$ cat config.mk
export PLATFORM = sky130hd
export DESIGN_NAME = mmio_bus_master
export DESIGN_NICKNAME = d
export VERILOG_FILES = /design/src/rtl/mmio_bus_master.sv
export SDC_FILE = /design/constraint.sdc
export NUM_CORES = 1
export LEC_CHECK = 0
export CAP_MARGIN = 20
export CELL_PAD_IN_SITES_DETAIL_PLACEMENT = 1
export CELL_PAD_IN_SITES_GLOBAL_PLACEMENT = 1
export CORE_ASPECT_RATIO = 0.8
export CORE_MARGIN = 4
export CORE_UTILIZATION = 41
export CTS_CLUSTER_SIZE = 8
export DETAILED_ROUTE_END_ITERATION = 8
export GPL_ROUTABILITY_DRIVEN = 0
export PLACE_DENSITY_LB_ADDON = 0.12
export SLEW_MARGIN = 20
export SYNTH_ARGS = -nofsm -noshare
export SYNTH_HDL_FRONTEND = slang
export SYNTH_SLANG_ARGS = --single-unit
export TNS_END_PERCENT = 20
$ cat constraint.sdc
create_clock -name ACLK -period 17.2 [get_ports ACLK]
set_clock_uncertainty 0.1 [all_clocks]
set_input_delay 3.44 -clock ACLK [delete_from_list [all_inputs] [get_ports ACLK]]
set_output_delay 3.44 -clock ACLK [all_outputs]
set_load 0.05 [all_outputs]
$ cat src/rtl/mmio_bus_master.sv
// mmio_bus_master: turns core load/store requests into single-cycle
// WRSTB/RDSTB transactions on the peripheral bus. Handles byte->word
// address mapping, load lane select and extension, read-modify-write for
// sub-word stores, and rejects misaligned/illegal-size requests without
// touching the bus.
//
// Handshake: a request is taken on a rising ACLK edge where
// req_valid && req_ready; req_ready is high only while idle. resp_valid is a
// single-cycle pulse with no backpressure, and resp_err/resp_rdata are valid
// only alongside it.
module mmio_bus_master #(
  parameter int RD_LATENCY = 1
) (
  input  logic        ACLK,
  input  logic        RESET,
  input  logic        req_valid,
  output logic        req_ready,
  input  logic        req_we,
  input  logic [31:0] req_addr,
  input  logic [31:0] req_wdata,
  input  logic [1:0]  req_size,
  input  logic        req_unsigned,
  output logic        resp_valid,
  output logic [31:0] resp_rdata,
  output logic        resp_err,
  output logic [31:0] ADDR,
  output logic [31:0] DATA_O,
  input  logic [31:0] DATA_I,
  output logic        WRSTB,
  output logic        RDSTB,
  output logic [2:0]  dbg_state
);

  typedef enum logic [2:0] {
    S_IDLE, S_WR_STB, S_RD_STB, S_RD_WAIT, S_MERGE, S_RESP, S_ERR_RESP
  } state_t;

  localparam logic [1:0] WAIT_LAST = 2'(RD_LATENCY - 1);

  state_t      state, state_nxt;
  logic        accept;
  logic        req_err;
  logic        we_q;
  logic [1:0]  size_q;
  logic [1:0]  lane_q;
  logic        uns_q;
  logic [15:0] wdata_q;
  logic [31:0] word_q;
  logic [1:0]  wcnt;
  logic [31:0] merged;
  logic [31:0] load_ext;
  logic [7:0]  byte_sel;
  logic [15:0] half_sel;

  assign dbg_state = state;
  assign accept    = req_valid && req_ready && (state == S_IDLE);

  // Classify the incoming request: illegal size or misaligned half/word.
  always_comb begin
    req_err = 1'b0;
    case (req_size)
      2'b01:   req_err = req_addr[0];
      2'b10:   req_err = (req_addr[1:0] != 2'b00);
      2'b11:   req_err = 1'b1;
      default: req_err = 1'b0;
    endcase
  end

  // Next-state logic for the transaction sequencer.
  always_comb begin
    state_nxt = state;
    case (state)
      S_IDLE: begin
        if (accept) begin
          if (req_err)                            state_nxt = S_ERR_RESP;
          else if (req_we && req_size == 2'b10)   state_nxt = S_WR_STB;
          else                                    state_nxt = S_RD_STB;
        end
      end
      S_WR_STB:  state_nxt = S_RESP;
      S_RD_STB:  state_nxt = S_RD_WAIT;
      S_RD_WAIT: if (wcnt == WAIT_LAST) state_nxt = we_q ? S_MERGE : S_RESP;
      S_MERGE:   state_nxt = S_WR_STB;
      default:   state_nxt = S_IDLE;
    endcase
  end

  // Lane merge for sub-word stores and lane extract/extend for loads.
  always_comb begin
    merged   = word_q;
    byte_sel = DATA_I[{lane_q, 3'b000} +: 8];
    half_sel = DATA_I[{lane_q[1], 4'b0000} +: 16];
    if (size_q == 2'b00) merged[{lane_q, 3'b000} +: 8] = wdata_q[7:0];
    else                 merged[{lane_q[1], 4'b0000} +: 16] = wdata_q;
    case (size_q)
      2'b00:   load_ext = uns_q ? {24'b0, byte_sel} : {{24{byte_sel[7]}}, byte_sel};
      2'b01:   load_ext = uns_q ? {16'b0, half_sel} : {{16{half_sel[15]}}, half_sel};
      default: load_ext = DATA_I;
    endcase
  end

  // State register.
  always_ff @(posedge ACLK or posedge RESET) begin
    if (RESET) state <= S_IDLE;
    else       state <= state_nxt;
  end

  // Registered outputs follow the state being entered; datapath captures.
  always_ff @(posedge ACLK or posedge RESET) begin
    if (RESET) begin
      req_ready  <= 1'b0;
      resp_valid <= 1'b0;
      resp_err   <= 1'b0;
      resp_rdata <= 32'b0;
      WRSTB      <= 1'b0;
      RDSTB      <= 1'b0;
      ADDR       <= 32'b0;
      DATA_O     <= 32'b0;
      we_q       <= 1'b0;
      size_q     <= 2'b00;
      lane_q     <= 2'b00;
      uns_q      <= 1'b0;
      wdata_q    <= 16'b0;
      word_q     <= 32'b0;
      wcnt       <= 2'b00;
    end else begin
      req_ready  <= (state_nxt == S_IDLE);
      WRSTB      <= (state_nxt == S_WR_STB);
      RDSTB      <= (state_nxt == S_RD_STB);
      resp_valid <= (state_nxt == S_RESP) || (state_nxt == S_ERR_RESP);
      resp_err   <= (state_nxt == S_ERR_RESP);
      // Only a load reaches RESP straight from RD_WAIT, using DATA_I this cycle.
      resp_rdata <= (state == S_RD_WAIT && state_nxt == S_RESP) ? load_ext : 32'b0;
      if (accept) begin
        we_q    <= req_we;
        size_q  <= req_size;
        lane_q  <= req_addr[1:0];
        uns_q   <= req_unsigned;
        wdata_q <= req_wdata[15:0];
        // Errors never strobe, so ADDR is left untouched for them.
        if (!req_err) ADDR <= {req_addr[31:28], 2'b00, req_addr[27:2]};
      end
      if (state_nxt == S_WR_STB)
        DATA_O <= (state == S_IDLE) ? req_wdata : merged;
      if (state == S_RD_STB)
        wcnt <= 2'b00;
      else if (state == S_RD_WAIT)
        wcnt <= wcnt + 2'd1;
      if (state == S_RD_WAIT && wcnt == WAIT_LAST)
        word_q <= DATA_I;
    end
  end

endmodule

==> flow_metrics.py <==
metrics = {
    "sta": {
        "fin_setup_tns_ns": 0,
        "timing.final.hold_violations": 0,
        "setup_viol": 0,
        "max_freq_mhz": 178,
        "post-route-period-util_pct": 32.6,
        "maxSlewHeadroom_pct": 48.2,
        "finalWorstSetupSlack_ns": 11.59,
        "tightest_slew_ns": 0.778,
        "layout_min_cycle_time_ns": 5.61,
        "slew_violations": 0,
        "rsz0062_at_grt": "false",
    },
    "critical_path": {
        "cp_top_family": "buffers and inverters",
        "cp.arrival_ns": 5.81,
        "required_ns": 17.41,
        "cp_max_fo": 24,
        "worstPathCellList": "clkdlybuf4s50_1 > or3_1 > nor3_1 > o21a_1 > buf_4 > mux2_2",
        "crit_buf_inv": 2,
        "endpoint_kind": "flop",
        "cp-start-kind": "input port",
        "slowest_delay_ns": 0.45,
        "worstSetupPathType": "input port to flop",
        "slowest_stage": "clkdlybuf4s50_1",
    },
    "clock_network": {
        "cts_htree_levels": 4,
        "cts.sinks": 158,
        "cts_setup_buffers": 0,
        "cts_tree": "yes",
        "cts_resized": 0,
        "root_buffer": "clkbuf_16",
        "cts_buffers": 17,
        "cts_hold_buf": 0,
        "worst_skew_pair.late_latency_ns": 0.43,
        "cts_buffer_depth": 2,
        "cts.clk_slew.worst_paths_ns": 0.07,
    },
    "floorplan": {
        "dieArea_sq_um": 20900,
        "start_util_pct": 42.0,
        "die_y_um": 130,
        "die_w_um": 161,
        "ios": 207,
        "core_region_area_sq_um": 18200,
        "rows": 44,
    },
    "final_layout": {
        "area_delta_synth_final_pct": 36.3,
        "fin_nets": 968,
        "layout_commonest_cell": "clkdlybuf4s50_1",
        "drive_gt1_share_pct": 19.2,
        "antennaDiodeCount": 0,
        "mostFrequentLayoutCells": "clkdlybuf4s50_1, dfrtp_1, nand2_1",
    },
    "global_route": {
        "antenna_found_initial": 0,
        "grt_max_degree": 83,
        "grt_pass1_vias": 6844,
        "overflow": 0,
        "grt_usage_pct": 24.5,
        "grt_pass1_wl_um": 40000,
    },
    "power": {
        "swShare_pct": 45.5,
        "peakVddDrop_mv": 0.127,
        "power_leakage_uw": 0.00451,
        "p_int_uw": 1210,
        "pwr-share-comb_pct": 52.3,
        "clkPwrFrac_pct": 17.5,
        "seqPwrFrac_pct": 30.1,
        "p_switching_uw": 1010,
        "power_density_nw_per_um2": 212,
    },
    "synth": {
        "yosysWarnings": 0,
        "yosysUniqueCellTypes": 40,
        "ys_ff_latch": 158,
        "synth_sequential_area_ratio_pct": 51.7,
        "post-synth-top-area-cell": "dfrtp_1",
        "synth_top_area_share_pct": 51.7,
        "syn_inst": 677,
        "synth_area_leaders": "dfrtp_1, mux2_2, mux2_4",
        "avgSynthCellArea_sq_um": 11.3,
        "synth_area_sq_um": 7650,
    },
    "hold_path": {
        "min_path_type": "flop to flop",
    },
    "drt": {
        "drc": 0,
        "drt_wl_total_um": 25600,
        "routedWlPerCell_um": 22.8,
        "vias": 6312,
        "first_iter_violations": 388,
        "vias_per_cell": 5.61,
        "ant_nets": 0,
        "dr.pass1.iters": 5,
    },
    "place": {
        "dp_hpwl_um": 17900,
        "pre_cts_ws_ns": 11.19,
        "portBuffers": 204,
    },
    "outcome": {
        "status": "finished clean",
    },
    "job": {
        "cap_violations": 0,
    },
}
[worst register-to-register path, stage by stage (launching register included)]
cell and delay (ns):
dfrtp_1 0.50, inv_2 0.56, nand3_1 0.23, buf_4 0.33, or2_2 0.59, nor3_1 0.37
[cell families after synthesis]
kind of cell | share of synthesized area (%)
mux | 19.1
simple gates | 8.85
other cells | 0.0490
buf+inv | 4.68
flops | 51.7
compound gates | 14.7
fa+ha+maj | 0.981
[path summary, 6_finish.rpt]
| path | from | endpoint | slack (ns) | depth (start not counted) |
|---|---|---|---|---|
| worst max-delay path | req_size[0] | DATA_O[19] | 11.59 | 6 |
| worst max register to register | dbg_state[2] | resp_rdata[15] | 14.40 | 5 |
| worst min-delay path | wcnt[0] | wcnt[0] | 0.41 | 2 |
| min in group asynchronous | RESET | ADDR[23] | 3.45 | 2 |
| max in group asynchronous | RESET | lane_q[1] | 12.32 | 3 |
| worst min register to register | wcnt[0] | wcnt[0] | 0.41 | 2 |
[power by group through the flow]
stage	Combinational [uW]	Sequential, uW	Clock (uW)
final	1160	668	388
after global placement	1120	658	0
after CTS	1160	665	394
after floorplan	529	901	0
after global routing	1230	686	413
after detailed placement	1150	667	0
[synth_stat cells (all sizes together)]
library cell / instances
dfrtp: 158
mux2: 118
nand2: 94
o21ai: 63
a221oi: 41
o2bb2ai: 31
buf: 26
clkbuf: 26
nor2: 25
inv: 23
nor3: 20
a21oi: 10
a22oi: 6
ha: 6
nor4bb: 3
o22ai: 3
or2: 3
or3: 3
a21o: 2
mux2i: 2
nand3: 2
o32ai: 2
a31o: 1
a31oi: 1
and2: 1
and4b: 1
clkinv: 1
conb: 1
nand2b: 1
nor2b: 1
o211ai: 1
o21a: 1
[stage by stage]
stage               cells  power (uW)  utilization [%]  hold slack, ns  area, sq um
global route         1125        2330             57.2           0.427        10400
global placement     1093        1770             53.9           0.362         9830
floorplan             678        1430                -           0.350         7650
detailed placement   1093        1810             53.9           0.394         9830
finish               1125        2220             57.2           0.405        10400
CTS                  1125        2220             57.2           0.409        10400
[cell type report]
| cell class | instances | area [sq um] |
|---|---|---|
| fill | 1886 | 7790 |
| sequential | 158 | 3960 |
| multi-input combinational | 444 | 3350 |
| timing repair buffer | 214 | 2120 |
| clock buffer | 19 | 433 |
| tap | 253 | 317 |
| clock inverter | 13 | 164 |
| inverter | 24 | 95.1 |
[flip-flops by register name (all words and copies together) (netlist names)]
signal / count
uns_q: 1
DATA_O: 32
we_q: 1
ADDR: 30
resp_rdata: 32
size_q: 2
wcnt: 2
resp_valid: 1
dbg_state: 3
lane_q: 2
wdata_q: 16
word_q: 32
WRSTB: 1
req_ready: 1
RDSTB: 1
resp_err: 1
[metal layers]
layer	GRT usage (%)	vias up	share of wire [%]
met4	7.67	0	1.8
met2	39.8	247	48
met5	0	-	0
li1	-	2806	-
met3	7.42	35	7.6
met1	32.0	3224	43
Note: power is estimated with default switching activity, not from simulation.
